`config.mk`:
```
export PLATFORM = sky130hd
export DESIGN_NAME = riscv_test_monitor
export DESIGN_NICKNAME = d
export VERILOG_FILES = /design/src/rtl/riscv_test_monitor.sv
export SDC_FILE = /design/constraint.sdc
export NUM_CORES = 2
export LEC_CHECK = 0
export ABC_AREA = 1
export CAP_MARGIN = 20
export CORE_ASPECT_RATIO = 1.4
export CORE_MARGIN = 2
export CORE_UTILIZATION = 25
export CTS_CLUSTER_DIAMETER = 50
export CTS_CLUSTER_SIZE = 16
export DETAILED_ROUTE_END_ITERATION = 6
export DONT_BUFFER_PORTS = 1
export GPL_ROUTABILITY_DRIVEN = 0
export MAX_ROUTING_LAYER = met4
export PLACE_DENSITY = 0.5
export SKIP_CTS_REPAIR_TIMING = 1
export SLEW_MARGIN = 20
export SYNTH_ARGS = -nofsm -noshare
export SYNTH_HDL_FRONTEND = slang
export SYNTH_SLANG_ARGS = --single-unit
```
`constraint.sdc`:
```
create_clock -name CLK -period 5.52 [get_ports CLK]
set_input_delay 0.552 -clock CLK [delete_from_list [all_inputs] [get_ports CLK]]
set_output_delay 0.552 -clock CLK [all_outputs]
set_load 0.02 [all_outputs]
```
`src/rtl/riscv_test_monitor.sv`:
```
// riscv_test_monitor
//   Self-check monitor for a RISC-V core. A loadable table holds
//   (instruction count, expected OUTPUT_PORT) entries in ascending
//   instruction order. During a run the entries are checked in sequence
//   against NUM_INST / OUTPUT_PORT. The run ends on HALT, on a failure
//   (optional) or when the watchdog expires.
// Ports:
//   CLK, RSTn          clock (rising edge), synchronous active-low reset
//   LD_WE/IDX/NUM_INST/ANS  table write port (IDLE only)
//   NUM_TEST_CFG       active entry count, latched on START
//   START              begin run from IDLE or DONE
//   NUM_INST, OUTPUT_PORT, HALT   observed core signals
//   BUSY, DONE         run / finished status
//   PASS, TIMEOUT      result flags (valid in DONE)
//   PASS_CNT, FAIL_CNT, CYCLE_CNT  saturating counters
//   FAIL_IDX, FAIL_GOT first failing entry and observed value
module riscv_test_monitor #(
  parameter  int unsigned NUM_TEST     = 32,
  parameter  int unsigned DWIDTH       = 32,
  parameter  int unsigned CWIDTH       = 32,
  parameter  int unsigned MAX_CYCLES   = 1000,
  parameter  int unsigned STOP_ON_FAIL = 1,
  localparam int unsigned IW           = $clog2(NUM_TEST)
) (
  input  logic              CLK,
  input  logic              RSTn,
  input  logic              LD_WE,
  input  logic [IW-1:0]     LD_IDX,
  input  logic [31:0]       LD_NUM_INST,
  input  logic [DWIDTH-1:0] LD_ANS,
  input  logic [IW:0]       NUM_TEST_CFG,
  input  logic              START,
  input  logic [31:0]       NUM_INST,
  input  logic [DWIDTH-1:0] OUTPUT_PORT,
  input  logic              HALT,
  output logic              BUSY,
  output logic              DONE,
  output logic              PASS,
  output logic              TIMEOUT,
  output logic [CWIDTH-1:0] PASS_CNT,
  output logic [CWIDTH-1:0] FAIL_CNT,
  output logic [IW:0]       FAIL_IDX,
  output logic [DWIDTH-1:0] FAIL_GOT,
  output logic [CWIDTH-1:0] CYCLE_CNT
);

  typedef enum logic [1:0] {S_IDLE, S_RUN, S_DONE} state_t;

  state_t r_state, w_state_nxt;

  logic [31:0]       r_exp_inst [NUM_TEST];
  logic [DWIDTH-1:0] r_exp_ans  [NUM_TEST];

  logic [IW:0]       r_cfg, r_ptr, r_fail_idx;
  logic              r_pass, r_timeout;
  logic [CWIDTH-1:0] r_pass_cnt, r_fail_cnt, r_cyc;
  logic [DWIDTH-1:0] r_fail_got;

  logic              w_ptr_ok, w_hit, w_miss, w_match, w_fail;
  logic              w_stop_to, w_stop;
  logic [IW-1:0]     w_idx;
  logic [IW:0]       w_ptr_nxt, w_cfg_in;
  logic [CWIDTH-1:0] w_cyc_inc, w_pass_nxt, w_fail_nxt;

  // Table storage is deliberately not reset so it survives RSTn.
  always_ff @(posedge CLK) begin
    if (r_state == S_IDLE && LD_WE) begin
      r_exp_inst[LD_IDX] <= LD_NUM_INST;
      r_exp_ans[LD_IDX]  <= LD_ANS;
    end
  end

  assign w_cfg_in = (NUM_TEST_CFG > (IW+1)'(NUM_TEST)) ? (IW+1)'(NUM_TEST) : NUM_TEST_CFG;

  // Index is only meaningful while ptr < cfg; force 0 otherwise so the
  // array is never addressed out of range.
  assign w_ptr_ok = (r_ptr < r_cfg);
  assign w_idx    = w_ptr_ok ? r_ptr[IW-1:0] : '0;
  assign w_hit    = w_ptr_ok && (NUM_INST == r_exp_inst[w_idx]);
  assign w_miss   = w_ptr_ok && (NUM_INST >  r_exp_inst[w_idx]);
  assign w_match  = w_hit && (OUTPUT_PORT == r_exp_ans[w_idx]);
  assign w_fail   = (w_hit && !w_match) || w_miss;

  assign w_ptr_nxt  = (w_hit || w_miss) ? r_ptr + 1'b1 : r_ptr;
  assign w_cyc_inc  = r_cyc + 1'b1;
  assign w_pass_nxt = (w_match && r_pass_cnt != '1) ? r_pass_cnt + 1'b1 : r_pass_cnt;
  assign w_fail_nxt = (w_fail  && r_fail_cnt != '1) ? r_fail_cnt + 1'b1 : r_fail_cnt;

  assign w_stop_to = (w_cyc_inc == CWIDTH'(MAX_CYCLES));
  assign w_stop    = (w_fail && (STOP_ON_FAIL != 0)) || HALT || w_stop_to;

  always_ff @(posedge CLK) begin
    if (!RSTn) r_state <= S_IDLE;
    else       r_state <= w_state_nxt;
  end

  always_comb begin
    w_state_nxt = r_state;
    case (r_state)
      S_IDLE:  if (START)  w_state_nxt = S_RUN;
      S_RUN:   if (w_stop) w_state_nxt = S_DONE;
      S_DONE:  if (START)  w_state_nxt = S_RUN;
      default: w_state_nxt = S_IDLE;
    endcase
  end

  always_ff @(posedge CLK) begin
    if (!RSTn) begin
      r_cfg      <= '0;
      r_ptr      <= '0;
      r_pass     <= 1'b0;
      r_timeout  <= 1'b0;
      r_pass_cnt <= '0;
      r_fail_cnt <= '0;
      r_cyc      <= '0;
      r_fail_idx <= '0;
      r_fail_got <= '0;
    end else if (r_state == S_RUN) begin
      r_cyc      <= (r_cyc != '1) ? w_cyc_inc : r_cyc;
      r_pass_cnt <= w_pass_nxt;
      r_fail_cnt <= w_fail_nxt;
      r_ptr      <= w_ptr_nxt;
      if (w_fail && r_fail_cnt == '0) begin
        r_fail_idx <= r_ptr;
        r_fail_got <= w_hit ? OUTPUT_PORT : '0;
      end
      if (w_stop) begin
        r_timeout <= w_stop_to;
        r_pass    <= (w_fail_nxt == '0) && (w_ptr_nxt == r_cfg) && !w_stop_to;
        // Halting with entries still pending reports where checking stopped,
        // unless a real failure was already recorded.
        if (HALT && w_ptr_nxt != r_cfg && w_fail_nxt == '0)
          r_fail_idx <= w_ptr_nxt;
      end
    end else if (START) begin
      r_cfg      <= w_cfg_in;
      r_ptr      <= '0;
      r_pass     <= 1'b0;
      r_timeout  <= 1'b0;
      r_pass_cnt <= '0;
      r_fail_cnt <= '0;
      r_cyc      <= '0;
      r_fail_idx <= '0;
      r_fail_got <= '0;
    end
  end

  assign BUSY      = (r_state == S_RUN);
  assign DONE      = (r_state == S_DONE);
  assign PASS      = r_pass;
  assign TIMEOUT   = r_timeout;
  assign PASS_CNT  = r_pass_cnt;
  assign FAIL_CNT  = r_fail_cnt;
  assign FAIL_IDX  = r_fail_idx;
  assign FAIL_GOT  = r_fail_got;
  assign CYCLE_CNT = r_cyc;

endmodule

```
---- Yosys cells after proc, flatten, opt, wreduce, memory -nomap -nowiden ----
Memories as Yosys holds them, arrays and structs flattened.
Index checks and enable logic that the tools add are counted.
storage, ports and cells
  register bits after elaboration ......... 150
  bits in writable memories ............... 2048
  word-level logic and storage cells ...... 93
  memories ................................ 2
operators by class
  add/subtract/negate cells ............... 4
  order comparisons ....................... 3
  equality and inequality tests ........... 15
  muxes and demuxes ....................... 29
  bitwise logic cells ..................... 1
  reduce and logical (&&, ||, !) cells .... 29
memories
  name        words  bits a word  read ports  clocked after memory_dff  write ports  RTL line  text
  r_exp_ans   32     32           1           0                         1            52        logic [DWIDTH-1:0] r_exp_ans [NUM_TEST];
  r_exp_inst  32     32           1           0                         1            51        logic [31:0] r_exp_inst [NUM_TEST];
operators by type and width
  kind                                                  number
  2-to-1 mux 32 bit                                     10
  adder 32 x 1 -> 32 bit, second input constant         3
  != test 32 bit, second input constant                 3
  == test 32 bit                                        2
  logical NOT 32 bit                                    2
  2-to-1 mux 6 bit                                      8
  == test 32 x 10 -> 1 bit, second input constant       1
  greater-than comparator 32 bit                        1
  logical AND 1 bit                                     12
  AND reduction 2 bit                                   6
  != test 2 x 1 -> 1 bit, second input constant         5
  2-to-1 mux 1 bit                                      7
  adder 6 x 1 -> 6 bit, second input constant           1
  == test 6 bit                                         1
  greater-than comparator 6 bit, second input constant  1
  < comparator 6 bit                                    1
  != test 6 bit                                         1
  2-to-1 mux 5 bit                                      1
  logical OR 1 bit                                      4
  2-to-1 mux 2 bit                                      2
  case mux 2 bit (2 select lines)                       1
  == test 2 x 1 -> 1 bit, second input constant         1
  == test 2 bit, second input constant                  1
  logical NOT 1 bit                                     2
  other kinds (4)                                       4

---- Logic depth before layout (Yosys ltp) ----
An unclocked memory read counts as a cell.
  word-level depth ........................ 16
  gate-level depth with buffers ........... 44
  gate-level depth less buffers ........... 37

---- Worst setup path after synthesis ----
OpenSTA, ideal clock, no wires.
  path kind ............................... flip-flop to flip-flop
  start ................................... register r_cfg[5]
  end ..................................... register r_fail_idx[1] (netlist: FAIL_IDX[1])
  setup time .............................. 0.132 ns
  arrival ................................. 5.845 ns
  data required time ...................... 5.388 ns
  setup slack ............................. -0.458 ns
  cell stages (with the launch flop) ...... 39
  clock period less this slack ............ 5.978 ns
  path through ............................ dfxtp_1 > inv_1 > ha_1 > nand2_1 > inv_2 > a21oi_2 > nand3_2 > inv_2 > buf_2 > buf_2 > clkbuf_1 > clkbuf_1 > clkbuf_1 > a21oi_1 > nand2_1 > a21oi_1 > o311ai_0 > o31ai_1 > [... 3 more ...] > nand3_1 > nor2_1 > nor4b_1 > nand2_1 > a31oi_1 > clkbuf_1 > buf_1 > nand4_1 > nand2_1 > inv_1 > nor2_1 > nand2_1 > nor2_1 > nand2_1 > nor2_2 > nand3_1 > nand3_1 > a21oi_1
on the way
  cells in the longest elaborated chain, start to end .. 16
  elaborated cells on any way between the ends .. 28
ends and longest elaborated chain
  item                                                                           RTL line  text
  start: declaration                                                             54        logic [IW:0] r_cfg, r_ptr, r_fail_idx;
  start signal: assignment                                                       136       r_cfg <= w_cfg_in;
  parallel branches: the longest is 14 deep, another holds memory (32 x 32 bit)  n/a
  2-to-1 mux 6 bit *                                                             127       if (w_stop) begin
  2-to-1 mux 6 bit *                                                             118       end else if (r_state == S_RUN) begin
  end signal: assignment                                                         124       r_fail_idx <= r_ptr;
  end signal: assignment                                                         133       r_fail_idx <= w_ptr_nxt;
  end: declaration                                                               54
Every way passes the cells marked *.
A chain may end at the register's enable or synchronous reset.

---- Worst setup path in the final report ----
  start ................................... register r_cfg[3]
  end ..................................... register r_fail_idx[2] (netlist: FAIL_IDX[2])
Same word-level chain as after synthesis.

==> results_dict.tcl <==
set metrics [dict create \
    status "complete, but fails checks" \
    violations "design-rule violations, negative hold slack, negative setup slack" \
    reg2reg_depth 36 \
    setup_viol 36 \
    place_ws_ps -1150 \
    grt_usage 0.172 \
    die-height_um 721 \
    core_um2 366000 \
    clock_skew_ps 39.2 \
    synth_warnings 0 \
    timing.fmax_mhz 169 \
    synth_ff_type "edfxtp_1" \
    cts_tree "yes" \
    seq_area_um2 64500 \
    drt-total-wl_mm 332 \
    irDropWorstVdd_v 0.000219 \
    cp_data_arrival_time_ps 6650 \
    power.total_mw 38.1 \
    placed_area_um2 101000 \
    ys_ff_latch 2198 \
    synth.area.top_cells "edfxtp_1 (67%), nand2_1 (8.4%), nand3_1 (5.6%), dfxtp_1 (3.3%), nor2_1 (2.7%)" \
    slowest_delay_ps 490 \
    r2r_end "FAIL_IDX[2]$_SDFFE_PN0P_" \
    fin_setup_tns_ps -4900 \
    drc 3 \
    die_x_um 516 \
    fin_area_um2 114000 \
    antenna_left 0 \
    yosysTopAreaCellShare 0.671 \
    synth_cell_types 57 \
    wire_per_inst_um 24.3 \
    final_max_slew_viol_count 0 \
    io_buffers 0 \
    fin_nets 8658 \
    hold_class "in -> reg" \
    fin_util 0.313 \
    die-area_um2 372000 \
    start_util 0.251 \
    hold_end "PASS$_SDFFE_PN0P_" \
    netlist_instances 8049 \
    hold-path-cell-count 4 \
    clk_latency_ps 900 \
    crit_slowest_cell "a221oi_4" \
    dp.cells 12900 \
    netlist_area_um2 91700 \
    grt_pass1_wl_mm 458 \
    cts_buffer_depth 4 \
    rows 263 \
    drt_iter0_markers 7202 \
    avgSynthCellArea_um2 11.4 \
    num_vias 66800 \
    powerDensity_nw_per_um2 334 \
    dp_hpwl_mm 178 \
    worstPathRequired_ps 6240 \
    ctsHtreeMaxLevel 5 \
    syn_to_final_growth_pct 24.7 \
    worstPathMaxFanout 20 \
    setup_slack_ps -413 \
    layout-drive-gt1-share 0.143 \
    worstSetupStartpointType "flop" \
    hp-start "HALT" \
    io_pins 282 \
    fillers 36800 \
    tightest_slew_ps 1150 \
    path_common_cell "buf_12" \
    syn_nets 8235 \
    maxCapViolCount 0 \
    power_leakage_nw 39.8 \
    synth-edff-count 2048 \
    reg2reg_slack_ps -410 \
    period_needed_ps 5930 \
    gr-total-overflow 0 \
    hold_viol 1 \
    numCtsBuffers 265 \
    cts.sinks 2198 \
    min_period_over_period 1.07 \
    r2r-start "r_cfg[3]$_SDFFE_PN0P_" \
    cts_root_buffer "clkbuf_16" \
    synth.largest_area_cell "edfxtp_1" \
    holdWs_ps -8.73 \
    grt_pass1_vias 64200 \
    fin_cells 13600 \
    rsz0062_at_grt "true" \
    grt_max_degree 115 \
    async_flop_share 0 \
    endpoint_kind "flop" \
    multiInputGateArea_um2 25300 \
    ys_seq_area_frac 0.703 \
    drtPass1Iterations 7 \
    grt_antenna_before_repair 46 \
    vias_per_cell 4.90 \
    slew_headroom 0.232 \
    clk_pin_slew_ps 60 \
    crit_type "reg -> reg" \
]
==> how the worst max path moves through the flow <==
stage                          startpoint                  endpoint  slack (ps)
CTS                 r_cfg[4]$_SDFFE_PN0P_  FAIL_IDX[1]$_SDFFE_PN0P_       -1170
detailed placement  r_cfg[4]$_SDFFE_PN0P_  FAIL_IDX[1]$_SDFFE_PN0P_       -1150
floorplan           r_cfg[5]$_SDFFE_PN0P_  FAIL_IDX[5]$_SDFFE_PN0P_          10
finish              r_cfg[3]$_SDFFE_PN0P_  FAIL_IDX[2]$_SDFFE_PN0P_        -410
global route        r_cfg[3]$_SDFFE_PN0P_  FAIL_IDX[1]$_SDFFE_PN0P_        -650
global placement    r_cfg[4]$_SDFFE_PN0P_  FAIL_IDX[0]$_SDFFE_PN0P_       -1160
==> cells by family (layout without fill, tap and decap cells) <==
kind of cell             Yosys count  in the layout  synth area share
AO/OA/AOI/OAI                   1011           1011            0.0660
multiplexers                       6              6          0.000655
other                              0             37                 0
flip-flops                      2198           2198             0.703
XOR/XNOR                          69             69           0.00659
AND/OR/NAND/NOR                 3998           3998             0.186
adder cells (fa/ha/maj)           42             42           0.00573
buffers and inverters            725           1363            0.0321
==> power breakdown <==
part | switching [mW] | leakage, nW | internal, mW | total (mW)
Sequential | 0.0419 | 19.6 | 18.3 | 18.3
Combinational | 1.10 | 15.8 | 0.513 | 1.61
Clock | 7.72 | 4.42 | 10.5 | 18.2
Total | 8.86 | 39.8 | 29.3 | 38.1
==> sequential cells by signal (all words and copies together), names as in the netlist <==
| register | count |
|---|---|
| CYCLE_CNT | 32 |
| PASS_CNT | 32 |
| r_state | 2 |
| FAIL_CNT | 32 |
| r_exp_inst | 1024 |
| FAIL_GOT | 32 |
| PASS | 1 |
| r_exp_ans | 1024 |
| r_cfg | 6 |
| FAIL_IDX | 6 |
| r_ptr | 6 |
| TIMEOUT | 1 |
==> critical path, delay by kind of cell, from the launching register on <==
| kind | cells | cell delay [ps] |
|---|---|---|
| adders and majority gates | 2 | 630 |
| AOI/OAI and AO/OA | 9 | 1920 |
| buffers and inverters | 10 | 1300 |
| DFF | 1 | 320 |
| and+or+nand+nor | 15 | 1520 |
==> Yosys cell counts (6+ instances only) <==
| cell type | count |
|---|---|
| o21ai_0 | 278 |
| nor4_1 | 22 |
| o31ai_1 | 29 |
| o311ai_0 | 29 |
| clkbuf_1 | 338 |
| ha_1 | 42 |
| buf_4 | 7 |
| or2_2 | 14 |
| mux2i_1 | 6 |
| nor2_1 | 648 |
| nand2_1 | 2053 |
| nand4_1 | 161 |
| a21oi_1 | 456 |
| nand3b_1 | 7 |
| nand3_1 | 1021 |
| a211o_1 | 29 |
| buf_2 | 130 |
| dfxtp_1 | 150 |
| xnor2_1 | 22 |
| buf_1 | 38 |
| a211oi_1 | 62 |
| inv_2 | 10 |
| inv_1 | 196 |
| a31oi_1 | 7 |
| o211ai_1 | 8 |
| a32o_1 | 95 |
| nor3_1 | 48 |
| xor2_1 | 47 |
| edfxtp_1 | 2048 |
==> layer usage <==
metal	share of wire	wire length, µm	track usage
met1	0.42	139000	0.218
met2	0.48	159000	0.281
met3	0.077	25700	0.0357
met4	0.025	8210	0.0424
met5	0	0	-
==> final cells by class <==
type / instances / share of cell area
Sequential cell: 2198 / 0.564
Multi-Input combinational cell: 5126 / 0.221
Timing Repair Buffer: 672 / 0.0728
Clock buffer: 297 / 0.0603
Tap cell: 4902 / 0.0536
Clock inverter: 185 / 0.0194
Inverter: 208 / 0.00735
Antenna cell: 37 / 0.000810
Timing Repair inverter: 1 / 0.0000766
==> layout by cell type (no fill, tap or decap), types with 161 or more instances in the layout <==
master / n
a21oi_1: 437
buf_12: 178
buf_4: 319
clkbuf_16: 296
edfxtp_1: 2048
inv_1: 189
nand2_1: 2022
nand3_1: 1011
nand4_1: 161
nor2_1: 598
o21ai_0: 265
(Power assumes the default switching activity.)
